<file path="src/rtl/misr_compactor.sv">
// misr_compactor: 8-bit Galois MISR that compacts NPAT response vectors per session
// and flags whether the final signature matches GOLDEN. Three-state control FSM
// (idle / run / done); every output is driven straight from a register.

module misr_compactor #(
  parameter logic [7:0]  SEED   = 8'h00,
  parameter logic [15:0] NPAT   = 16'd255,
  parameter logic [7:0]  GOLDEN = 8'h00
) (
  input  logic        clk,
  input  logic        set,
  input  logic        start,
  input  logic        din_valid,
  input  logic [7:0]  din,
  output logic        busy,
  output logic        done,
  output logic        pass,
  output logic [7:0]  sig,
  output logic [15:0] count
);

  typedef enum logic [1:0] {
    StIdle = 2'd0,
    StRun  = 2'd1,
    StDone = 2'd2
  } state_e;

  state_e      state_q, state_d;
  logic [7:0]  sig_q, sig_d;
  logic [15:0] count_q, count_d;
  logic        busy_q, busy_d;
  logic        done_q, done_d;
  logic        pass_q, pass_d;

  logic [7:0]  misr_nxt;
  logic        last_vec;

  // Galois MISR step for x^8+x^4+x^3+x^2+1: sig[7] feeds back into taps 0, 2, 3 and 4.
  always_comb begin
    misr_nxt[0] = sig_q[7] ^ din[0];
    misr_nxt[1] = sig_q[0] ^ din[1];
    misr_nxt[2] = sig_q[1] ^ sig_q[7] ^ din[2];
    misr_nxt[3] = sig_q[2] ^ sig_q[7] ^ din[3];
    misr_nxt[4] = sig_q[3] ^ sig_q[7] ^ din[4];
    misr_nxt[5] = sig_q[4] ^ din[5];
    misr_nxt[6] = sig_q[5] ^ din[6];
    misr_nxt[7] = sig_q[6] ^ din[7];
  end

  // The vector accepted while count sits at NPAT-1 is the last one of the session,
  // so count can never step past NPAT.
  assign last_vec = (count_q == (NPAT - 16'd1));

  // Next-state and registered-output logic; everything holds unless a case changes it.
  always_comb begin
    state_d = state_q;
    sig_d   = sig_q;
    count_d = count_q;
    busy_d  = busy_q;
    done_d  = done_q;
    pass_d  = pass_q;

    case (state_q)
      // Idle and done share the restart path; din_valid is ignored in both, and start
      // takes priority so a coincident vector is never compacted.
      StIdle, StDone: begin
        if (start) begin
          state_d = StRun;
          sig_d   = SEED;
          count_d = 16'd0;
          busy_d  = 1'b1;
          done_d  = 1'b0;
          pass_d  = 1'b0;
        end
      end

      // start is deliberately not looked at here: a running session cannot be restarted.
      StRun: begin
        if (din_valid) begin
          sig_d   = misr_nxt;
          count_d = count_q + 16'd1;
          if (last_vec) begin
            state_d = StDone;
            busy_d  = 1'b0;
            done_d  = 1'b1;
            pass_d  = (misr_nxt == GOLDEN);
          end
        end
      end

      default: begin
        state_d = StIdle;
        sig_d   = SEED;
        count_d = 16'd0;
        busy_d  = 1'b0;
        done_d  = 1'b0;
        pass_d  = 1'b0;
      end
    endcase
  end

  // State and output registers; set low clears the session immediately, no clock needed.
  always_ff @(posedge clk or negedge set) begin
    if (!set) begin
      state_q <= StIdle;
      sig_q   <= SEED;
      count_q <= 16'd0;
      busy_q  <= 1'b0;
      done_q  <= 1'b0;
      pass_q  <= 1'b0;
    end else begin
      state_q <= state_d;
      sig_q   <= sig_d;
      count_q <= count_d;
      busy_q  <= busy_d;
      done_q  <= done_d;
      pass_q  <= pass_d;
    end
  end

  assign busy  = busy_q;
  assign done  = done_q;
  assign pass  = pass_q;
  assign sig   = sig_q;
  assign count = count_q;

  // Invariants tying the registered flags to the FSM state.
  a_busy_is_run: assert property (@(posedge clk) disable iff (!set)
    busy_q == (state_q == StRun));
  a_done_is_done: assert property (@(posedge clk) disable iff (!set)
    done_q == (state_q == StDone));
  a_pass_needs_done: assert property (@(posedge clk) disable iff (!set)
    !done_q |-> !pass_q);
  a_count_bounded: assert property (@(posedge clk) disable iff (!set)
    count_q <= NPAT);

endmodule

</file>
<file path="config.mk">
export PLATFORM = sky130hd
export DESIGN_NAME = misr_compactor
export DESIGN_NICKNAME = d
export VERILOG_FILES = /design/src/rtl/misr_compactor.sv
export SDC_FILE = /design/constraint.sdc
export NUM_CORES = 1
export LEC_CHECK = 0
export CAP_MARGIN = 20
export CORE_MARGIN = 2
export CORE_UTILIZATION = 48
export CTS_CLUSTER_DIAMETER = 150
export DETAILED_ROUTE_END_ITERATION = 8
export PLACE_DENSITY_LB_ADDON = 0.08
export RECOVER_POWER = 50
export SLEW_MARGIN = 20
export SYNTH_ARGS = -nofsm -noshare
export SYNTH_HDL_FRONTEND = slang
export SYNTH_SLANG_ARGS = --single-unit
</file>
<file path="constraint.sdc">
create_clock -name clk -period 2.1 [get_ports clk]
set_clock_uncertainty 0.1 [all_clocks]
set_input_delay 0.42 -clock clk [delete_from_list [all_inputs] [get_ports clk]]
set_output_delay 0.42 -clock clk [all_outputs]
set_load 0.02 [all_outputs]
</file>
==> results.tsv, run 1 <==
stage	metric	value	unit
die	chipWidth	59.9	um
synth	syn_nets	167	
cts	postCtsSetupBuffers	0	
cts	cts_tree	yes	
setup_path	slowest_stage	dlygate4sd3_1	
hold_path	min_path_type	reg -> reg	
die	rows	20	
setup_path	max_stage_delay	0.62	ns
route	firstDrtPassIters	4	
die	ios	39	
die	core	3000	sq um
cells_and_area	drive_gt1_share	11.7	%
synth	ys_types	38	
cells_and_area	fillers	268	
place	dpl.hpwl	2800	um
run	cap_violations	0	
timing	clock.fmax	498	MHz
grt	grt.total_usage	22.4	%
cells_and_area	final_cell_mix	36 x clkdlybuf4s50_1, 27 x dfrtp_1, 17 x nand2_1	
synth	synth_top_family_by_area	simple AND/OR/NAND/NOR gates	
cells_and_area	fin_area	2040	sq um
timing	layout_setup_ws	0.0919	ns
synth	synth-seq-cells	28	
timing	worst_pin_slew	0.709	ns
setup_path	cp-end-kind	flip-flop	
setup_path	worstPathArrival	2.17	ns
synth	synth-xor-area-share	9.36	%
run_status	status	complete, no violations	
cells_and_area	diodes	0	
cts	post_cts_resized	0	
grt	antenna_found_initial	0	
grt	grt_remaining_overflow	0	
cts	cts_max_level	1	
synth	syn_inst	153	
synth	synth.avg_cell_area	9.79	sq um
cells_and_area	layout.nets	220	
setup_path	worstPathRequired	2.26	ns
route	ant_nets	0	
cells_and_area	synthToLayoutAreaGrowth	36.0	%
synth	muxShareOfSynthArea	1.42	%
power_and_ir_drop	p_total	2.15	mW
timing	slew_violations	0	
route	vias_per_cell	5.89	
setup_path	critPathKind	in -> reg	
timing	finalSetupViolCount	0	
setup_path	path_cells	dlygate4sd3_1, nor2_4, or3_1, or4_1, a21oi_1	
grt	grt_max_degree	29	
cts	cts.path.max_buffers	2	
cts	cts_root_buffer	clkbuf_4	
cells_and_area	multi_input_area	741	sq um
setup_path	path_max_fanout	3	
route	finalWirelength	3700	um
synth	synth_simple_gate_area_share	22.9	%
synth	syn_area	1500	sq um
synth	synth_compound_area_share	14.1	%
setup_path	crit_family	simple AND/OR/NAND/NOR gates	
timing	grt_setup_unrepaired	false	
setup_path	crit_path_start_kind	input port	
die	die_h	59.9	um
synth	synth-seq-area-share	46.8	%
cts	cts_buffers	3	
die	dieArea	3580	sq um
power_and_ir_drop	p_per_area	1050	nW/um^2
cells_and_area	layout_commonest_cell	clkdlybuf4s50_1	
route	drtIter0Drc	63	
place	io_buffers	38	
setup_path	critPathBufInv	1	
place	placed_cell_area	2010	sq um
cts	clkSinkCount	28	
grt	grt_pass1_wl	6090	um
route	num_vias	1403	
synth	synthAdderAreaFrac	1.67	%
timing	finalCritPeriodShare	95.6	%
timing	hold_violations	0	
cts	holdBufCountCts	0	
route	wl_per_cell	15.5	um
cts	insertion_delay	0.32	ns
route	drcViolationCount	0	
cts	cts.reportedPaths.clkPinSlew	0.16	ns
place	dp_slack	-0.204	ns
cells_and_area	regArea	702	sq um
power_and_ir_drop	peakVddDrop	0.728	mV
synth	yosysWarnings	0	
power_and_ir_drop	p_leak	0.833	nW
timing	min_period	2.01	ns
timing	max_slew_margin	52.8	%
grt	grt_pass1_vias	1346	
die	start_util	49.9	%
place	gp_congestion	0.842	
## state kept, by name (all words and copies together), names as in the netlist
register,count
busy,1
count,16
done,1
pass,1
sig,8
state_q,1
## per-layer routing
metal  routed length [um]  up-vias  global-route usage (%)
li1                     -      667                       -
met1                 1760      692                    32.9
met4                   36        0                    7.30
met2                 1760       40                    34.0
met3                  135        4                    2.81
met5                    0        -                       0
## worst reg2reg max path: cells and delay by family (launching register included)
family | cells | cell delay, ns
AND/OR/NAND/NOR | 3 | 1.11
flip-flops | 1 | 0.47
AO/OA/AOI/OAI | 1 | 0.18
## through the flow
step | utilization, % | setup TNS, ns | hold slack [ns] | cells
final | 67.8 | 0 | 0.433 | 238
after global routing | 67.8 | 0 | 0.446 | 238
after CTS | 68.3 | 0 | 0.373 | 238
after detailed placement | 67.0 | -1.04 | 0.401 | 234
after global placement | 67.0 | -0.573 | 0.384 | 234
after floorplan | - | 0 | 0.0244 | 153
## report_power, final
part           leakage [nW]  internal [mW]  switching [mW]  total [mW]
Clock                0.0210          0.106           0.162       0.268
Sequential            0.374          0.658           0.145       0.802
Combinational         0.438          0.521           0.555        1.08
Total                 0.833           1.28           0.862        2.15
## cells in the mapped netlist
cell / number / area share [%]
nor3b_1: 1 / 0.50
o21ai_0: 11 / 3.7
or3b_1: 1 / 0.58
buf_6: 1 / 0.75
nand4_1: 4 / 1.7
a21o_1: 1 / 0.50
nor2_1: 5 / 1.3
nor4_1: 1 / 0.42
clkbuf_1: 4 / 1.0
ha_1: 2 / 1.7
nor4bb_1: 1 / 0.67
a31oi_1: 1 / 0.42
nor3_1: 2 / 0.67
clkbuf_2: 1 / 0.33
inv_1: 4 / 1.0
nor2_4: 1 / 0.75
a41o_1: 1 / 0.67
mux2i_1: 1 / 0.67
nand3_1: 7 / 2.3
xnor2_1: 11 / 6.4
or4_1: 5 / 2.5
dfrtp_1: 28 / 47
nor2b_1: 1 / 0.42
and4_1: 3 / 1.8
or3_1: 4 / 1.7
o31ai_1: 5 / 2.5
and2_1: 1 / 0.42
xor2_1: 5 / 2.9
o22ai_1: 1 / 0.42
or2_2: 1 / 0.42
a21oi_1: 10 / 3.3
a32o_1: 3 / 2.0
nor3b_2: 1 / 0.84
a2111oi_0: 1 / 0.58
nand2_1: 17 / 4.3
mux2_2: 1 / 0.75
buf_2: 2 / 0.67
nor4b_1: 3 / 1.8
## path summary, 6_finish.rpt
check | startpoint | endpoint | slack [ns] | cells after the start
worst max-delay path | start | count[15] | 0.09 | 5
worst min-delay path | state_q[0] | state_q[0] | 0.43 | 1
worst max register to register | count[2] | count[15] | 0.17 | 4
worst min register to register | state_q[0] | state_q[0] | 0.43 | 1
max in group asynchronous | set | sig[7] | 0.86 | 2
min in group asynchronous | set | count[13] | 0.56 | 2
## final cells by class
cell class                      count  area share [%]
Multi-Input combinational cell    113            36.4
Timing Repair Buffer               56            24.6
Sequential cell                    28            34.5
Clock buffer                        4            1.78
Inverter                            4           0.737
Tap cell                           33            2.03
## logic make-up (layout without fill, tap and decap cells)
kind of cell | count (synthesis) | after routing
muxes | 2 | 2
adders and majority gates | 2 | 2
buffers and inverters | 12 | 64
AOI/OAI and AO/OA | 34 | 34
xor gates and xnor gates | 16 | 16
and+or+nand+nor | 59 | 59
DFF | 28 | 28
Power figures use the tool's default switching activity.
==> run 2: changes to the inputs <==
--- a/config.mk
+++ b/config.mk
@@ -7,2 +7,3 @@
 export LEC_CHECK = 0
+export ABC_CLOCK_PERIOD_IN_PS = 2100
 export CAP_MARGIN = 20
==> constraint.sdc (replaced) <==
create_clock -name clk -period 2.1 [get_ports clk]
set_clock_uncertainty 0.1 [all_clocks]
set_input_delay 0.21 -clock clk [delete_from_list [all_inputs] [get_ports clk]]
set_output_delay 0.21 -clock clk [all_outputs]
set_load 0.02 [all_outputs]
==> run 2 against run 1 <==
Net effect: global-route usage shrank 0.14 points; die area is the same; worst setup slack gained 0.031 ns; final cell count shrank 2.1%; sequential power grew 1%; sequential share of layout area grew 0.34 points; utilization shrank 0.67 points; cell area shrank 0.98%; worst hold slack gained 0.0013 ns; wire length shrank 4.6%; register-to-register slack lost 0.05 ns; maximum frequency grew 1.6%.
==> results.tsv, run 2 (synthesis results as in run 1) <==
stage	metric	value	unit
cells_and_area	largest_reg_flops	16	
timing	clock.fmax	506	MHz
route	firstDrtPassIters	4	
timing	whs	0.434	ns
cts	cts.reportedPaths.clkPinSlew	0.15	ns
run	cap_violations	0	
timing	min_period	1.98	ns
die	rows	20	
timing	finalSetupViolCount	0	
cts	holdBufCountCts	0	
die	chipWidth	59.9	um
route	ant_nets	0	
cts	cts_buffers	3	
timing	worst_pin_slew	1.46	ns
setup_path	critPathKind	reg -> reg	
setup_path	worstPathArrival	2.14	ns
grt	grt_pass1_wl	6020	um
cts	cts_tree	yes	
timing	grt_setup_unrepaired	false	
route	vias_per_cell	5.92	
die	die_h	59.9	um
place	gp_congestion	0.883	
route	wl_per_cell	15.1	um
cts	postCtsSetupBuffers	0	
cells_and_area	synthToLayoutAreaGrowth	34.7	%
power_and_ir_drop	p_leak	0.822	nW
power_and_ir_drop	pwr-share-clk	16.2	%
setup_path	path_max_fanout	11	
power_and_ir_drop	p_total	2.17	mW
run_status	status	complete, no violations	
place	io_buffers	38	
power_and_ir_drop	switching_share	38.7	%
cells_and_area	final_util	67.2	%
route	finalWirelength	3530	um
die	core	3000	sq um
cts	post_cts_resized	0	
setup_path	cp-end-kind	flip-flop	
cells_and_area	layout_commonest_cell	clkdlybuf4s50_1	
timing	slew_violations	0	
grt	grt_max_degree	29	
route	drtIter0Drc	61	
power_and_ir_drop	seqPwrFrac	37.4	%
cts	insertion_delay	0.33	ns
cells_and_area	drive_gt1_share	9.50	%
cts	cts.path.max_buffers	2	
cts	cts_root_buffer	clkbuf_4	
grt	grt.total_usage	22.2	%
cells_and_area	final_cell_mix	36 x clkdlybuf4s50_1, 27 x dfrtp_1, 17 x nand2_1	
cells_and_area	layout.nets	215	
timing	max_slew_margin	2.84	%
place	dpl.hpwl	2690	um
cells_and_area	fin_area	2020	sq um
die	start_util	49.9	%
grt	antenna_found_initial	0	
die	ios	39	
grt	grt_remaining_overflow	0	
grt	grt_pass1_vias	1328	
cts	clkSinkCount	28	
power_and_ir_drop	internal_power	1.33	mW
cells_and_area	diodes	0	
setup_path	worstPathRequired	2.26	ns
timing	hold_violations	0	
cts	cts_max_level	1	
route	drcViolationCount	0	
route	num_vias	1380	
die	dieArea	3580	sq um
power_and_ir_drop	comb_power_share	46.3	%
power_and_ir_drop	p_per_area	1080	nW/um^2
setup_path	crit_path_start_kind	flip-flop	
power_and_ir_drop	p_switching	0.841	mW
power_and_ir_drop	peakVddDrop	0.692	mV
place	placed_cell_area	1980	sq um
timing	finalCritPeriodShare	94.1	%
hold_path	min_path_type	reg -> reg	
[run 2: changes by cell type in the layout (fill, tap and decap cells not counted), sizes merged]
cell    delta
buf        -4
clkbuf     -2
bufinv     +1
[run 2: metrics by stage]
stage	instances	worst slack [ns]	setup TNS (ns)
floorplan	153	0.204	0
global placement	229	0.0293	0
detailed placement	229	-0.0584	-0.0809
CTS	233	0.0677	0
global route	233	0.0159	0
finish	233	0.123	0
[run 2: final timing paths]
path	end	startpoint	slack (ns)	depth (start not counted)
max	count[15]	state_q[0]	0.12	4
max reg2reg	count[15]	state_q[0]	0.12	4
min	pass	pass	0.43	1
min in group asynchronous	count[8]	set	0.56	2
max in group asynchronous	state_q[0]	set	0.40	2
min reg2reg	pass	pass	0.43	1
[run 2: layer usage]
layer  up-vias  wire (um)  GRT usage [%]
met1       680       1630           31.9
met3         6        169           2.16
met2        43       1680           35.1
li1        651          -              -
met4         0         46           7.30
met5         -          0              0
[run 2: power groups by stage]
stage / sequential, mW / combinational (mW) / clock [mW]
2_1_floorplan: 0.899 / 0.500 / 0
3_3_place_gp: 0.818 / 1.00 / 0
3_5_place_dp: 0.824 / 1.02 / 0
4_1_cts: 0.813 / 1.03 / 0.361
5_1_grt: 0.842 / 1.09 / 0.385
6_report: 0.813 / 1.01 / 0.353
[run 2: final cells by class]
cell class / instances / area (sq um)
repair buffers: 51 / 470
inverters: 4 / 15.0
clock buffers: 3 / 22.5
multi-input cells: 113 / 736
fillers: 256 / 986
flip-flops and latches: 28 / 702
clock inverters: 1 / 30.0
well taps: 33 / 41.3
[run 2: critical path: stages, from the launching register on]
cell and delay, ns:
dfrtp_2 0.52, nor3b_1 0.18, or3_1 0.39, or4_1 0.53, a21oi_1 0.19
==> run 3: changes to the inputs <==
- ABC_CLOCK_PERIOD_IN_PS: 2100 -> 2400
- CORE_UTILIZATION: 48 -> 52
- clock period: 2.1 -> 2.4 ns (I/O delays scaled with it)
==> run 3 against run 2 <==
Net effect: the run now ends with max-capacitance violations, max-slew violations left; via count shrank 4.5%; combinational power shrank 20%; clock power shrank 46%; global-route usage grew 0.61 points; maximum frequency shrank 6.5%; critical path depth is the same; count of clock-buffer cells in the layout is the same; register-to-register slack gained 0.16 ns; worst setup slack gained 0.16 ns.
==> results.tsv, run 3 (synthesis results as in run 1) <==
stage	metric	value	unit
timing	tns	0	ns
route	finalWirelength	3440	um
cts	cts_root_buffer	clkbuf_4	
run_status	status	complete, but fails checks	
hold_path	hp-start	pass	
timing	clock.fmax	473	MHz
die	die_h	57.7	um
timing	worst_pin_slew	1.52	ns
setup_path	path_cells	nor3b_1, or3_1, or4_1, a21oi_1	
die	rows	19	
power_and_ir_drop	peakVddDrop	0.772	mV
cts	cts_max_level	1	
route	drtIter0Drc	39	
cells_and_area	drive_gt1_share	3.70	%
setup_path	worstPathRequired	2.56	ns
die	ios	39	
place	gp_congestion	0.885	
die	start_util	54.3	%
cts	clkSinkCount	28	
setup_path	timing.rr.end	count[15]	
cts	postCtsSetupBuffers	0	
power_and_ir_drop	p_leak	0.774	nW
setup_path	regToRegStartpoint	state_q[0]	
cells_and_area	fillers	235	
setup_path	reg2reg_slack	0.29	ns
place	io_buffers	38	
place	post-place-cells	217	
cells_and_area	layout.nets	205	
setup_path	slowest_stage	or4_1	
cells_and_area	regArea	701	sq um
setup_path	worstPathArrival	2.28	ns
route	drcViolationCount	0	
cts	cts.reportedPaths.clkPinSlew	0.15	ns
hold_path	hold_path_depth	1	
run_status	violations	max-capacitance violations, max-slew violations	
place	placed_cell_area	1900	sq um
route	wl_per_cell	15.6	um
hold_path	min_path_type	reg -> reg	
place	dpl.hpwl	2600	um
grt	grt_max_degree	29	
setup_path	max_stage_delay	0.55	ns
cells_and_area	final_cell_mix	31 x clkdlybuf4s50_1, 28 x dfrtp_1, 17 x nand2_1	
cts	post_cts_resized	0	
timing	slew_violations	29	
setup_path	reg2reg_depth	4	
cells_and_area	layout_commonest_cell	clkdlybuf4s50_1	
setup_path	critPathKind	reg -> reg	
cells_and_area	largest_reg_flops	16	
cells_and_area	fin_area	1910	sq um
grt	antenna_found_initial	0	
cts	insertion_delay	0.32	ns
grt	grt_pass1_wl	5970	um
cts	cts.path.max_buffers	2	
die	core	2760	sq um
route	num_vias	1318	
route	ant_nets	0	
grt	grt.total_usage	22.8	%
timing	hold_violations	0	
timing	finalSetupViolCount	0	
setup_path	path_max_fanout	11	
timing	finalCritPeriodShare	88.1	%
die	chipWidth	57.7	um
cells_and_area	layoutNonFillerInstCount	220	
route	firstDrtPassIters	4	
cts	cts_buffers	3	
die	dieArea	3330	sq um
timing	max_slew_margin	-1.28	%
cts	holdBufCountCts	0	
run	cap_violations	1	
cells_and_area	diodes	0	
grt	grt_pass1_vias	1406	
power_and_ir_drop	p_per_area	897	nW/um^2
timing	grt_setup_unrepaired	false	
timing	min_period	2.11	ns
cells_and_area	multi_input_area	736	sq um
hold_path	holdPathEnd	pass	
grt	grt_remaining_overflow	0	
setup_path	crit_path_start_kind	flip-flop	
route	vias_per_cell	5.99	
cts	cts_tree	yes	
cells_and_area	synthToLayoutAreaGrowth	27.4	%
timing	whs	0.421	ns
setup_path	cp-end-kind	flip-flop	
-- run 3: metal layers --
| metal | GRT usage (%) | part of all wire [%] | vias up |
|---|---|---|---|
| li1 | - | - | 630 |
| met1 | 25.0 | 41 | 658 |
| met2 | 43.8 | 55 | 26 |
| met3 | 2.46 | 3.1 | 4 |
| met4 | 9.97 | 1.1 | 0 |
| met5 | 0 | 0 | - |
-- run 3: cell type report --
cell class                      instances  share of cell area [%]
Multi-Input combinational cell        113                    38.6
Sequential cell                        28                    36.7
Timing Repair Buffer                   41                    20.7
Tap cell                               31                    2.03
Clock buffer                            3                    1.18
Inverter                                4                   0.787
-- run 3: per-stage QoR --
stage          setup WS, ns  total power [mW]  util (%)
6_report              0.286              1.71      69.2
3_3_place_gp          0.220              1.52      68.8
5_1_grt               0.174              1.83      69.2
4_1_cts               0.313              1.74      69.6
2_1_floorplan         0.504              1.22         -
3_5_place_dp          0.133              1.55      68.8
-- run 3: how the worst max path moves through the flow --
stage	startpoint	endpoint	slack [ns]
floorplan	done	count[15]	0.50
global placement	din_valid	count[11]	0.22
detailed placement	din_valid	count[15]	0.13
CTS	count[2]	count[15]	0.31
global route	count[2]	count[11]	0.17
finish	state_q[0]	count[15]	0.29
-- run 3: power breakdown --
group / internal [mW] / switching, mW / leakage, nW
Combinational: 0.364 / 0.440 / 0.384
Clock: 0.0589 / 0.133 / 0.0138
Sequential: 0.573 / 0.143 / 0.375
Total: 0.996 / 0.716 / 0.774
-- run 3: worst max-delay path, delay by kind of cell, from the launching register on --
kind	cells	cell delay (ns)
AO/OA/AOI/OAI	1	0.16
AND/OR/NAND/NOR	3	1.26
flip-flops	1	0.53
